==> config.mk <==
export PLATFORM = sky130hd
export DESIGN_NAME = cache_victim_sel
export DESIGN_NICKNAME = d
export VERILOG_FILES = /design/src/rtl/cache_victim_sel_pkg.sv /design/src/rtl/cache_victim_sel_way_prio_enc.sv /design/src/rtl/cache_victim_sel.sv
export SDC_FILE = /design/constraint.sdc
export NUM_CORES = 1
export LEC_CHECK = 0
export BUFFER_PORTS_ARGS = -buffer_cell sky130_fd_sc_hd__buf_2
export CAP_MARGIN = 20
export CORE_MARGIN = 8
export CORE_UTILIZATION = 30
export DETAILED_ROUTE_END_ITERATION = 10
export GPL_TIMING_DRIVEN = 0
export PLACE_DENSITY = 0.66
export REMOVE_ABC_BUFFERS = 1
export SETUP_SLACK_MARGIN = 0.5
export SLEW_MARGIN = 0
export SYNTH_ARGS = -nofsm -noshare
export SYNTH_HDL_FRONTEND = slang
export SYNTH_SLANG_ARGS = --single-unit
==> constraint.sdc <==
create_clock -name clk -period 3.1 [get_ports clk]
set_input_delay 0.62 -clock clk [delete_from_list [all_inputs] [get_ports clk]]
set_output_delay 0.62 -clock clk [all_outputs]
set_load 0.02 [all_outputs]
==> src/rtl/cache_victim_sel_pkg.sv <==
// Shared cache definitions: victim selector FSM states and the default associativity.
package cache_victim_sel_pkg;

    localparam int unsigned DEFAULT_WAYS = 4;

    typedef enum logic [1:0] {
        IDLE = 2'd0,
        PICK = 2'd1,
        RESP = 2'd2
    } victim_state_t;

endpackage

==> src/rtl/cache_victim_sel_way_prio_enc.sv <==
// Lowest-set-bit encoder over a WAYS-wide vector, searching upward from a start offset with wrap-around.
module way_prio_enc #(
    parameter int unsigned WAYS  = 4,
    parameter int unsigned IDX_W = $clog2(WAYS)
) (
    input  logic [WAYS-1:0]  vec,
    input  logic [IDX_W-1:0] start,
    output logic             found,
    output logic [IDX_W-1:0] idx
);

    logic [IDX_W-1:0] pos;

    // Scan from the far end back toward start so the nearest hit is the one kept.
    always_comb begin
        found = 1'b0;
        idx   = '0;
        pos   = '0;
        for (int i = WAYS - 1; i >= 0; i--) begin
            pos = start + IDX_W'(i);
            if (vec[pos]) begin
                found = 1'b1;
                idx   = pos;
            end
        end
    end

endmodule

==> src/rtl/cache_victim_sel.sv <==
// Victim way selector: invalid-way first, then LFSR draws with bounded retry, then round-robin fallback.
module cache_victim_sel
    import cache_victim_sel_pkg::*;
#(
    parameter int unsigned WAYS      = DEFAULT_WAYS,
    parameter int unsigned MAX_RETRY = 4,
    parameter int unsigned IDX_W     = $clog2(WAYS)
) (
    input  logic             clk,
    input  logic             rst,
    input  logic             req_valid,
    output logic             req_ready,
    input  logic [WAYS-1:0]  req_valid_mask,
    input  logic [WAYS-1:0]  req_lock_mask,
    input  logic [31:0]      rnd,
    output logic             rnd_update,
    output logic             resp_valid,
    input  logic             resp_ready,
    output logic [IDX_W-1:0] resp_way,
    output logic [WAYS-1:0]  resp_onehot,
    output logic             resp_fail
);

    localparam int unsigned RETRY_W = $clog2(MAX_RETRY + 1);

    victim_state_t      state_q, state_d;
    logic [WAYS-1:0]    vmask_q, vmask_d;
    logic [WAYS-1:0]    lmask_q, lmask_d;
    logic [RETRY_W-1:0] retry_q, retry_d;
    logic [IDX_W-1:0]   rr_q, rr_d;
    logic [IDX_W-1:0]   way_q, way_d;
    logic [WAYS-1:0]    onehot_q, onehot_d;
    logic               fail_q, fail_d;

    logic               inv_found, rr_found;
    logic [IDX_W-1:0]   inv_idx, rr_idx;
    logic [IDX_W-1:0]   cand;

    assign cand = rnd[IDX_W-1:0];

    way_prio_enc #(.WAYS(WAYS), .IDX_W(IDX_W)) u_inv_enc (
        .vec   (~vmask_q & ~lmask_q),
        .start (IDX_W'(0)),
        .found (inv_found),
        .idx   (inv_idx)
    );

    way_prio_enc #(.WAYS(WAYS), .IDX_W(IDX_W)) u_rr_enc (
        .vec   (~lmask_q),
        .start (rr_q),
        .found (rr_found),
        .idx   (rr_idx)
    );

    always_ff @(posedge clk or posedge rst) begin
        if (rst) begin
            state_q  <= IDLE;
            vmask_q  <= '0;
            lmask_q  <= '0;
            retry_q  <= '0;
            rr_q     <= '0;
            way_q    <= '0;
            onehot_q <= '0;
            fail_q   <= 1'b0;
        end else begin
            state_q  <= state_d;
            vmask_q  <= vmask_d;
            lmask_q  <= lmask_d;
            retry_q  <= retry_d;
            rr_q     <= rr_d;
            way_q    <= way_d;
            onehot_q <= onehot_d;
            fail_q   <= fail_d;
        end
    end

    // Rule order in PICK: all locked, invalid-unlocked, retry exhausted, random draw.
    always_comb begin
        state_d    = state_q;
        vmask_d    = vmask_q;
        lmask_d    = lmask_q;
        retry_d    = retry_q;
        rr_d       = rr_q;
        way_d      = way_q;
        onehot_d   = onehot_q;
        fail_d     = fail_q;
        rnd_update = 1'b0;
        case (state_q)
            IDLE: begin
                if (req_valid) begin
                    vmask_d = req_valid_mask;
                    lmask_d = req_lock_mask;
                    retry_d = '0;
                    state_d = PICK;
                end
            end
            PICK: begin
                if (&lmask_q) begin
                    fail_d   = 1'b1;
                    way_d    = '0;
                    onehot_d = '0;
                    state_d  = RESP;
                end else if (inv_found) begin
                    way_d    = inv_idx;
                    onehot_d = WAYS'(1) << inv_idx;
                    state_d  = RESP;
                end else if (retry_q == RETRY_W'(MAX_RETRY)) begin
                    way_d    = rr_idx;
                    onehot_d = WAYS'(rr_found) << rr_idx;
                    rr_d     = rr_idx + IDX_W'(1);
                    state_d  = RESP;
                end else begin
                    rnd_update = 1'b1;
                    if (!lmask_q[cand]) begin
                        way_d    = cand;
                        onehot_d = WAYS'(1) << cand;
                        state_d  = RESP;
                    end else begin
                        retry_d = retry_q + RETRY_W'(1);
                    end
                end
            end
            RESP: begin
                if (resp_ready) begin
                    way_d    = '0;
                    onehot_d = '0;
                    fail_d   = 1'b0;
                    state_d  = IDLE;
                end
            end
            default: state_d = IDLE;
        endcase
    end

    assign req_ready   = (state_q == IDLE);
    assign resp_valid  = (state_q == RESP);
    assign resp_way    = way_q;
    assign resp_onehot = onehot_q;
    assign resp_fail   = fail_q;

endmodule
# Word-level counts from Yosys, hierarchy flattened
# Cells that the tools add are included.
[classes] mux=57 n_bitwise=5 n_eq_ne=11 n_reduce_logical=10 add_sub_neg=5 n_lt_le_gt_ge=5 shift=3
[ops] op="2-bit 2-to-1 mux" n=18
[ops] op="4-bit 2-to-1 mux" n=5
[ops] op="1-bit 2-to-1 mux" n=19
[ops] op="2-bit by 3-bit < comparator with 1-bit output, second input constant" n=5
[ops] op="3-bit 2-to-1 mux" n=5
[ops] op="2-bit inequality test, second input constant" n=6
[ops] op="1-bit binary-select mux with 2-bit select" n=5
[ops] op="3-bit AND reduction" n=3
[ops] op="4-bit NOT" n=2
[ops] op="4-bit one-hot mux with 2 select lines" n=1
[ops] op="4-bit AND reduction" n=2
[ops] op="1-bit by 2-bit left shift with 4-bit output, first input constant" n=2
[ops] op="2-bit one-hot mux with 3 select lines" n=1
[ops] op="3-bit one-hot mux with 2 select lines" n=1
[ops] op="6-bit AND reduction" n=1
[ops] op="5-bit inequality test, second input constant" n=1
[ops] op="2-bit by 1-bit adder with 2-bit output, second input constant" n=2
[ops] op="2-bit adder, second input constant" n=2
[ops] op="4-bit AND" n=1
[ops] op="2-bit one-hot mux with 2 select lines" n=1
[ops] op="2-bit nonzero test" n=2
[ops] op="1-bit by 2-bit left shift with 4-bit output" n=1
[ops] op="3-bit by 1-bit adder with 3-bit output, second input constant" n=1
[ops] op="3-bit == test, second input constant" n=1
[ops] op="7 further kinds" n=8
[word_totals] output_inout_bits=10 reg_bits=22

# Depth between registers and ports, before layout
# Gate-level depths: netlist of the first run.
[logic_depth] ltp_word=12 ltp_mapped=8

# Hierarchy
# From an unflattened synthesis of the first run, not the netlist that was laid out.
[unflattened] cells_unflattened=142 hier_area_um2=1331.3
[modules_own_cells] module="cache_victim_sel" cells_per_inst=116 seq_area_each_um2=550.5 instances=1 area_per_inst_um2=1176.1
[modules_own_cells] module="way_prio_enc" cells_per_inst=13 seq_area_each_um2=0.0 instances=2 area_per_inst_um2=77.6

# Least setup slack after synthesis of the first run
# No wires, ideal clock.
[synth_path] path_type="input-to-reg" startpoint="input port rnd[0]" endpoint="register onehot_q[1], in the netlist resp_onehot[1]" t_required_ns=3.008 cell_stages=5 t_arrival_ns=1.720 slack_ns=1.288 path_cell_list="mux4_2 -> a21boi_2 -> a221oi_4 -> buf_6 -> o31ai_2"
[synth_between] elab_chain_len=6
[synth_rtl] element="start: declaration" line="cache_victim_sel.sv:15" text="input logic [31:0] rnd,"
[synth_rtl] element="1-bit by 2-bit left shift with 4-bit output" line="cache_victim_sel.sv:116" text="onehot_d = WAYS'(1) << cand;"
[synth_rtl] element="4-bit 2-to-1 mux" line="cache_victim_sel.sv:114" text="if (!lmask_q[cand]) begin"
[synth_rtl] element="4-bit 2-to-1 mux" line="cache_victim_sel.sv:107" text="end else if (retry_q == RETRY_W'(MAX_RETRY)) begin"
[synth_rtl] element="4-bit 2-to-1 mux" line="cache_victim_sel.sv:103" text="end else if (inv_found) begin"
[synth_rtl] element="4-bit 2-to-1 mux" line="cache_victim_sel.sv:98" text="if (&lmask_q) begin"
[synth_rtl] element="4-bit one-hot mux with 2 select lines" line="cache_victim_sel.sv:88" text="case (state_q)"
[synth_rtl] element="end signal: assignment" line="cache_victim_sel.sv:72" text="onehot_q <= onehot_d;"
[synth_rtl] element="end: declaration" line="cache_victim_sel.sv:32" text="logic [WAYS-1:0] onehot_q, onehot_d;"
# Several ways; a longest one is shown, not always the timed one. The select of a mux whose other input is x is not followed.
# A chain may end at the register's enable or synchronous reset.

# Final worst setup path of the first run
[layout_path] startpoint="register lmask_q[2]" endpoint="output port rnd_update"
[layout_between] elab_chain_len=8
[layout_rtl] element="start: declaration" line="cache_victim_sel.sv:28" text="logic [WAYS-1:0] lmask_q, lmask_d;"
[layout_rtl] element="start signal: assignment" line="cache_victim_sel.sv:68" text="lmask_q <= lmask_d;"
[layout_rtl] element="4-bit NOT" line="cache_victim_sel.sv:42" text=".vec (~vmask_q & ~lmask_q),"
[layout_rtl] element="4-bit AND" line="cache_victim_sel.sv:42"
[layout_rtl] element="1-bit 2-to-1 mux (3 in series)" line="cache_victim_sel_way_prio_enc.sv:21" text="if (vec[pos]) begin"
[layout_rtl] element="1-bit 2-to-1 mux" line="cache_victim_sel.sv:103"
[layout_rtl] element="1-bit 2-to-1 mux (*)" line="cache_victim_sel.sv:98"
[layout_rtl] element="1-bit 2-to-1 mux (*)" line="cache_victim_sel.sv:88"
[layout_rtl] element="end: declaration" line="cache_victim_sel.sv:16" text="output logic rnd_update,"
# Every way passes the cells marked *; elsewhere a longest branch is shown, timed or not.

==> results of run 1 <==
state kept, by name, indices dropped and copies added, names as in the netlist:
register / cells
lmask_q: 4
resp_onehot: 4
vmask_q: 4
retry_q: 3
resp_way: 2
rr_q: 2
state_q: 2
resp_fail: 1
critical path, stage by stage (launching register included):
cell     delay [ps]
dfrtp_1         540
o22a_2          220
nand4_1         230
nor2_1          140
buf_2           180
cells by family after synthesis:
kind of cell,count (synthesis),share of synthesized area
compound gates,36,0.203
xor+xnor,1,0.00645
fa+ha+maj,2,0.0184
buf+inv,11,0.0608
flops,22,0.406
mux,14,0.120
simple gates,54,0.186
where the power goes:
group | internal (mW) | switching (mW)
registers | 0.401 | 0.140
clock network | 0.173 | 0.101
logic | 0.354 | 0.468
total | 0.928 | 0.709
area by class of cell:
cell class | count | area, sq um | area share
Clock inverter | 1 | 30.0 | 0.0194
Clock buffer | 3 | 41.3 | 0.0267
Tap cell | 52 | 65.1 | 0.0421
Multi-Input combinational cell | 107 | 724 | 0.469
Inverter | 5 | 18.8 | 0.0121
Timing Repair Buffer | 23 | 115 | 0.0745
Sequential cell | 22 | 551 | 0.356
through the flow:
step	instances	power (mW)	worst slack, ps	utilization	hold WS [ps]
after detailed placement	209	1.38	940	0.339	478
final	213	1.64	888	0.355	489
after floorplan	134	1.16	1250	-	478
after global placement	209	1.36	936	0.339	464
after CTS	213	1.66	873	0.355	499
after global routing	213	1.77	805	0.355	517
placed cells by master (no fill, tap or decap), types with 3 or more instances in the layout:
master    instances
nand2_1          19
a21oi_1           4
mux2i_1           5
nand3_1           4
inv_1             5
nor3_1            3
buf_2            23
o21ai_0          12
mux2_2            8
o31ai_2           3
dfrtp_1          22
nor2_1           14
clkbuf_8          3
o22ai_1           3
worst max-delay path by stage:
stage | from | end | cells past startpoint
after CTS | lmask_q[2] | rnd_update | 4
after global routing | lmask_q[2] | rnd_update | 4
after detailed placement | rnd[0] | resp_onehot[0] | 6
after floorplan | rnd[0] | resp_onehot[2] | 5
final | lmask_q[2] | rnd_update | 4
after global placement | rnd[0] | resp_onehot[0] | 6
metal layers:
layer | share of wire | wire length, um | GRT usage | up-vias
met2 | 0.43 | 1270 | 0.130 | 24
met4 | 0.025 | 75 | 0.0527 | 0
li1 | - | - | - | 545
met5 | 0 | 0 | 0 | -
met1 | 0.50 | 1480 | 0.112 | 501
met3 | 0.043 | 127 | 0.0186 | 5
==> results.ini, run 1 <==
[critical_path]
path_max_fanout=11
critPathRequiredTime_ps=2480
r2r_setup_slack_ps=1090
cp-end-kind=output pin
critPathKind=reg2out
cp.arrival_ps=1590
reg2reg_from=lmask_q[2]
startpoint_type=register
r2r_cells=5
r2r-end=resp_onehot[0]

[layout]
fill_cells=443
insertedDiodeCount=0
final_area_sq_mm=0.00155
nets=208
post_route_cells_drive_above_1_share=0.298
areaGrowthSynthToFinish_pct=13.8

[synthesis]
ys_ff_latch=22
yosys_warnings=0
yosysMostFrequentCell=dfrtp_1
synth_top_area_frac=0.406
dominantRegCellSynth=dfrtp_1
ys_seq_area_frac=0.406
synth.distinct_cells=39
synth_area_leader_cell=dfrtp_1
synth.area.top_cells=dfrtp_1 (41%), mux2_2 (6.6%), nand2_1 (5.3%)
synth_edf_count=0
postSynthCellCount=140
ys_top_cells_by_count=dfrtp_1 (22), nand2_1 (19), nor2_1 (14)
async_flop_share=1.00
synth_area_per_cell_sq_um=9.70
syn_area_sq_mm=0.00136

[timing]
max_freq_mhz=452
max_slew_margin=0.446
hold_violations=0
tightest_slew_ps=830
setup_viol=0
setup-tns-final_ps=0
slew_violations=0
skew_ps=6.78
finalCritPeriodShare=0.714
period_minus_slack_ps=2210
rsz0062_at_grt=false

[pwr]
p_per_area_mw_per_mm2=1060
power_leakage_nw=0.686
vdd.ir_drop.worst_mv=0.334

[floorplan]
num_rows=24
core-area_sq_mm=0.00435
start_util=0.312
die-area_sq_mm=0.00693
io-pin-count=54
die_y_um=83.3
dieWidth_um=83.3

[run_status]
status=finished, final reports clean

[route]
postRouteAntennaNets=0
wire_per_inst_um=13.9
dr.pass1.iters=4
routed_wl_um=2950
drc_errors=0
vias_per_cell=5.05
vias=1075
drt_iter0_markers=40

[cts]
clkLatencyLatePin_ps=270
clk_path_buf_depth=2
cts_tree=built
ctsResizeCount=0
path_clk_slew_ps=90
clock-sinks=22
cts.htree.levels=1
cts_setup_buffers=0
numCtsBuffers=3
root_buffer=clkbuf_8
cts_hold_buf=0

[global_route]
grt_pass1_vias=1073
grt_max_degree=23
grt_remaining_overflow=0
track_usage=0.0876
grt_first_pass_wirelength_um=5090
antenna_found_initial=0

[worst_hold_path]
hold_end=resp_onehot[3]
hp-start=resp_onehot[3]
whs_path_depth=2
min_path_type=reg2reg

[flow_run]
drv_cap=0

[placed_design]
hpwl_um=2280
gp_congestion=0.839
portBuffers=23
dpl_cell_area_sq_mm=0.00147

Note: power is estimated with default switching activity, not from simulation.
==> run 2, diff against run 1 <==
ABC_AREA = 1   (was unset)
PLACE_DENSITY = 0.67   (was 0.66)
clock period = 1.95 ns   (was 3.1 ns; I/O delays follow)
==> run 2 against run 1 <==
Critical path depth up 2. Hold slack worse by 220 ps. Flip-flop and latch count stayed put. Combinational power increased to 2.8 times the previous value. Area after synthesis rose by 6.3%. Clock-buffer cell count stayed put.
==> results.ini, run 2 <==
[timing]
max_freq_mhz=576
skew_ps=1.99
tightest_slew_ps=834
max_slew_margin=0.443
rsz0062_at_grt=true
slew_violations=0
period_minus_slack_ps=1730
hold_violations=0
setup_viol=0
setup-tns-final_ps=0
finalCritPeriodShare=0.890

[critical_path]
cp-end-kind=output pin
critPathKind=reg2out
r2r_cells=15
path_max_fanout=3
cpLargestDelayFamily=simple AND/OR/NAND/NOR gates
startpoint_type=register
cp_slowest_cell=dfrtp_1
critPathBufInv=1
reg2reg_from=rr_q[0]
cp_common_cell=nand2_4
r2r_setup_slack_ps=250
r2r-end=resp_onehot[0]
cp.arrival_ps=1340
critPathRequiredTime_ps=1560
cp_cell_sequence=or2_4, nand2_4, nor2_4, nand2_4, nor3_4, buf_6
critPathMaxStageDelay_ps=410

[synthesis]
synth_area_leader_cell=dfrtp_1
synth_edf_count=0
async_flop_share=1.00
synth_top_family_by_area=simple AND/OR/NAND/NOR gates
postSynthCellCount=199
ys_top_cells_by_count=nand2_1 (72), dfrtp_1 (22), inv_1 (16)
syn_area_sq_mm=0.00144
ys_seq_area_frac=0.382
ys_ff_latch=22
yosysMostFrequentCell=nand2_1
synthMuxAreaShare=0.0312
yosys_warnings=0
synth.area.top_cells=dfrtp_1 (38%), nand2_1 (19%), nand3_1 (4.5%)
dominantRegCellSynth=dfrtp_1
synthSimpleGateAreaFrac=0.380
synthAdderAreaFrac=0.0173
synth_compound_area_frac=0.109
synth_xor_area_frac=0.00607
synth_top_area_frac=0.382
synth.distinct_cells=34
synth_area_per_cell_sq_um=7.25

[cts]
cts_hold_buf=0
clkLatencyLatePin_ps=270
cts_tree=built
path_clk_slew_ps=90
cts.htree.levels=1
numCtsBuffers=3
clk_path_buf_depth=2
clock-sinks=22
root_buffer=clkbuf_8

[route]
postRouteAntennaNets=0
vias=1506
vias_per_cell=4.92
wire_per_inst_um=14.2
routed_wl_um=4350
drc_errors=0
drt_iter0_markers=112
dr.pass1.iters=4

[floorplan]
dieWidth_um=85.3
num_rows=25
die_y_um=85.3
start_util=0.307
io-pin-count=54
core-area_sq_mm=0.00469
die-area_sq_mm=0.00728

[run_status]
status=finished, final reports clean

[placed_design]
portBuffers=23
dpl_cell_area_sq_mm=0.00160
place_inst=272
hpwl_um=2550
gp_congestion=0.813

[layout]
nets=299
post_route_cells_drive_above_1_share=0.544
layout_commonest_cell=nand2_1
final_area_sq_mm=0.00219
layout_common_cells=nand2_1 (45), nand2_2 (22), buf_4 (22)
fin_util=0.466
layout.cells.non_filler=306
insertedDiodeCount=0
areaGrowthSynthToFinish_pct=51.6

[global_route]
grt_max_degree=23
antenna_found_initial=0
grt_first_pass_wirelength_um=6540
track_usage=0.108
grt_pass1_vias=1487
grt_remaining_overflow=0

[flow_run]
drv_cap=0

[pwr]
vdd.ir_drop.worst_mv=0.901
power_leakage_nw=1.09
p_per_area_mw_per_mm2=1610

[worst_hold_path]
min_path_type=in2async

run 2: cell count changes in the layout (fill, tap and decap cells not counted), sizes merged, moves of 3 or more:
cell	delta
mux2	-4
mux2i	-5
nand3	+11
a21oi	+3
buf	+29
inv	+16
nand2	+59
o31ai	-4
o21a	+3
run 2: power breakdown:
part | internal [mW] | switching [mW] | total, mW
registers | 0.634 | 0.149 | 0.783
clock network | 0.275 | 0.169 | 0.444
logic | 0.989 | 1.31 | 2.30
run 2: kinds of logic after synthesis:
group	Yosys count
AND/OR/NAND/NOR	116
AO/OA/AOI/OAI	28
buffers and inverters	26
flip-flops	22
multiplexers	4
adder cells (fa/ha/maj)	2
XOR/XNOR	1
run 2: worst max path at each step:
stage                           endpoint  startpoint  cells after the start
final                         rnd_update  lmask_q[1]                      6
after floorplan               rnd_update  retry_q[0]                      5
after global placement        rnd_update  retry_q[0]                      6
after global routing      resp_onehot[0]     rr_q[0]                     14
after CTS                     rnd_update  lmask_q[0]                      5
after detailed placement      rnd_update  retry_q[0]                      6
run 2: stage by stage:
step                      power, mW  setup slack, ps  hold slack [ps]
after detailed placement       2.18             30.8              469
after floorplan                1.85             87.4              379
after global routing           3.77              109              326
after global placement         2.15             33.1              459
after CTS                      3.01              189              307
final                          3.52              215              270
run 2: what timing repair did:
action / 4_1_cts / 5_1_grt
buffers inserted: 15 / 14
gates cloned: 0 / 1
pin swaps: 17 / 23
endpoints found under the setup margin: 15 / 18
resized for setup: 45 / 43
run 2: layer usage:
| metal | vias to the layer above | routed length [um] | global-route usage |
|---|---|---|---|
| li1 | 746 | - | - |
| met1 | 712 | 1900 | 0.131 |
| met2 | 40 | 2200 | 0.184 |
| met3 | 8 | 196 | 0.0319 |
| met4 | 0 | 61 | 0.0255 |
| met5 | - | 0 | 0 |
run 2: layout make-up:
type                            instances  area (sq um)
Fill cell                             446          2500
Multi-Input combinational cell        151          1010
Sequential cell                        22           556
Timing Repair Buffer                   52           380
Inverter                               22          95.1
Tap cell                               54          67.6
Clock buffer                            3          41.3
Clock inverter                          1          30.0
Timing Repair inverter                  1          5.00
run 2: worst reg2reg max path: stages, from the launching register on:
cell     delay [ps]
dfrtp_2         490
buf_4           160
nand2_2          70
nand2_2          80
nand2_4          80
nand3_2          80
nand2_2          90
inv_2            50
nand2_4          70
nand2_4          70
nand2_2          80
nand2_2          60
nand2_1          70
nand2_1          50
nand2_1          60
nand2_1          50
==> run 3, diff against run 2 <==
PLACE_DENSITY = 0.65   (was 0.67)
==> run 3 against run 2 <==
Cell area fell by 8.2%. Register-to-register slack got worse by 70 ps. Highest routed layer unchanged. Global-route usage shrank 0.43 points. Wire length decreased by 14%. Critical path depth decreased by 1. Combinational power down 10%. Cell count down 3.6%. Clock-buffer cell count is the same.
==> results.ini, run 3 (synthesized netlist as in run 2, its figures left out) <==
[run_status]
status=finished, final reports clean

[route]
wire_per_inst_um=12.6
drc_errors=0
dr.pass1.iters=4
routed_wl_um=3730
vias_per_cell=4.83
vias=1425
drt_iter0_markers=97
postRouteAntennaNets=0

[pwr]
vdd.ir_drop.worst_mv=0.791
p_per_area_mw_per_mm2=1620
power_leakage_nw=1.02
fin_total_pwr_mw=3.26

[global_route]
track_usage=0.104
grt_remaining_overflow=0
grt_max_degree=23
antenna_found_initial=0
grt_pass1_vias=1405
grt_first_pass_wirelength_um=6280

[critical_path]
cp_cell_sequence=buf_6, nand4_1, nand2_4, nor3_4, buf_6
reg2reg_from=lmask_q[1]
startpoint_type=register
critPathRequiredTime_ps=1560
critPathMaxStageDelay_ps=420
path_max_fanout=4
cp_slowest_cell=dfrtp_1
cp-end-kind=output pin
r2r_setup_slack_ps=180
cp.arrival_ps=1390
r2r-end=resp_onehot[0]
critPathKind=reg2out
r2r_cells=16
cp_common_cell=buf_6

[cts]
cts_hold_buf=0
clk_path_buf_depth=2
clock-sinks=22
root_buffer=clkbuf_8
cts_tree=built
clkLatencyLatePin_ps=270
path_clk_slew_ps=80
cts.htree.levels=1
numCtsBuffers=3

[placed_design]
hpwl_um=2540
portBuffers=23
gp_congestion=0.816

[floorplan]
dieWidth_um=85.3
die-area_sq_mm=0.00728
num_rows=25
die_y_um=85.3
start_util=0.307
core-area_sq_mm=0.00469
io-pin-count=54

[timing]
finalCritPeriodShare=0.911
tightest_slew_ps=812
rsz0062_at_grt=true
timing.hold.ws_ps=268
hold_violations=0
max_freq_mhz=563
setup-tns-final_ps=0
setup_viol=0
skew_ps=5.85
slew_violations=0
period_minus_slack_ps=1780
max_slew_margin=0.458

[flow_run]
drv_cap=0

[worst_hold_path]
min_path_type=in2async

[layout]
nets=288
post_route_cells_drive_above_1_share=0.436
insertedDiodeCount=0
layout_commonest_cell=nand2_1
layout_common_cells=nand2_1 (58), buf_2 (22), dfrtp_1 (20)
areaGrowthSynthToFinish_pct=39.2

## run 3: changes by cell type in the layout (fill, tap and decap cells not counted), sizes merged
cell,delta
inv,+1
buf,-10
clkinv,-2
## run 3: where the power goes
part	internal [mW]	leakage (nW)	switching, mW
sequential	0.632	0.274	0.127
combinational	0.887	0.708	1.19
clock	0.274	0.0357	0.151
total	1.79	1.02	1.46
## run 3: worst max-delay path by stage
stage,slack [ps],cells after the start,to,from
floorplan,90,5,rnd_update,retry_q[0]
global placement,40,6,rnd_update,retry_q[0]
detailed placement,30,6,rnd_update,retry_q[0]
CTS,190,5,rnd_update,lmask_q[0]
global route,50,11,resp_onehot[3],lmask_q[0]
finish,170,5,rnd_update,lmask_q[0]
## run 3: worst max-delay path, delay by kind of cell, from the launching register on
family                 cells  cell delay, ps
flip-flops                 1             420
buffers and inverters      2             280
AND/OR/NAND/NOR            3             430
## run 3: cell type report
| type | instances | area (sq um) |
|---|---|---|
| Multi-Input combinational cell | 151 | 928 |
| Inverter | 22 | 85.1 |
| Clock buffer | 3 | 41.3 |
| Fill cell | 469 | 2680 |
| Sequential cell | 22 | 553 |
| Timing Repair Buffer | 42 | 303 |
| Tap cell | 54 | 67.6 |
| Clock inverter | 1 | 30.0 |
## run 3: what timing repair did
item,4_1_cts,5_1_grt
buffers inserted,17,2
resized for setup,40,14
setup endpoints to repair,15,20
pin swaps,8,12
## run 3: routing by layer
metal / part of all wire / vias to the layer above / GRT usage
met5: 0 / - / 0
met4: 0.0075 / 0 / 0.0287
met3: 0.065 / 4 / 0.0347
met2: 0.47 / 47 / 0.171
met1: 0.45 / 655 / 0.126
li1: - / 719 / -
## run 3: stage by stage
| step | worst slack (ps) | std cells | utilization | cell area (sq um) |
|---|---|---|---|---|
| floorplan | 87.4 | 195 | - | 1420 |
| global placement | 42.1 | 272 | 0.342 | 1600 |
| detailed placement | 33.0 | 272 | 0.342 | 1600 |
| CTS | 195 | 293 | 0.414 | 1940 |
| global route | 45.3 | 295 | 0.428 | 2010 |
| finish | 174 | 295 | 0.428 | 2010 |
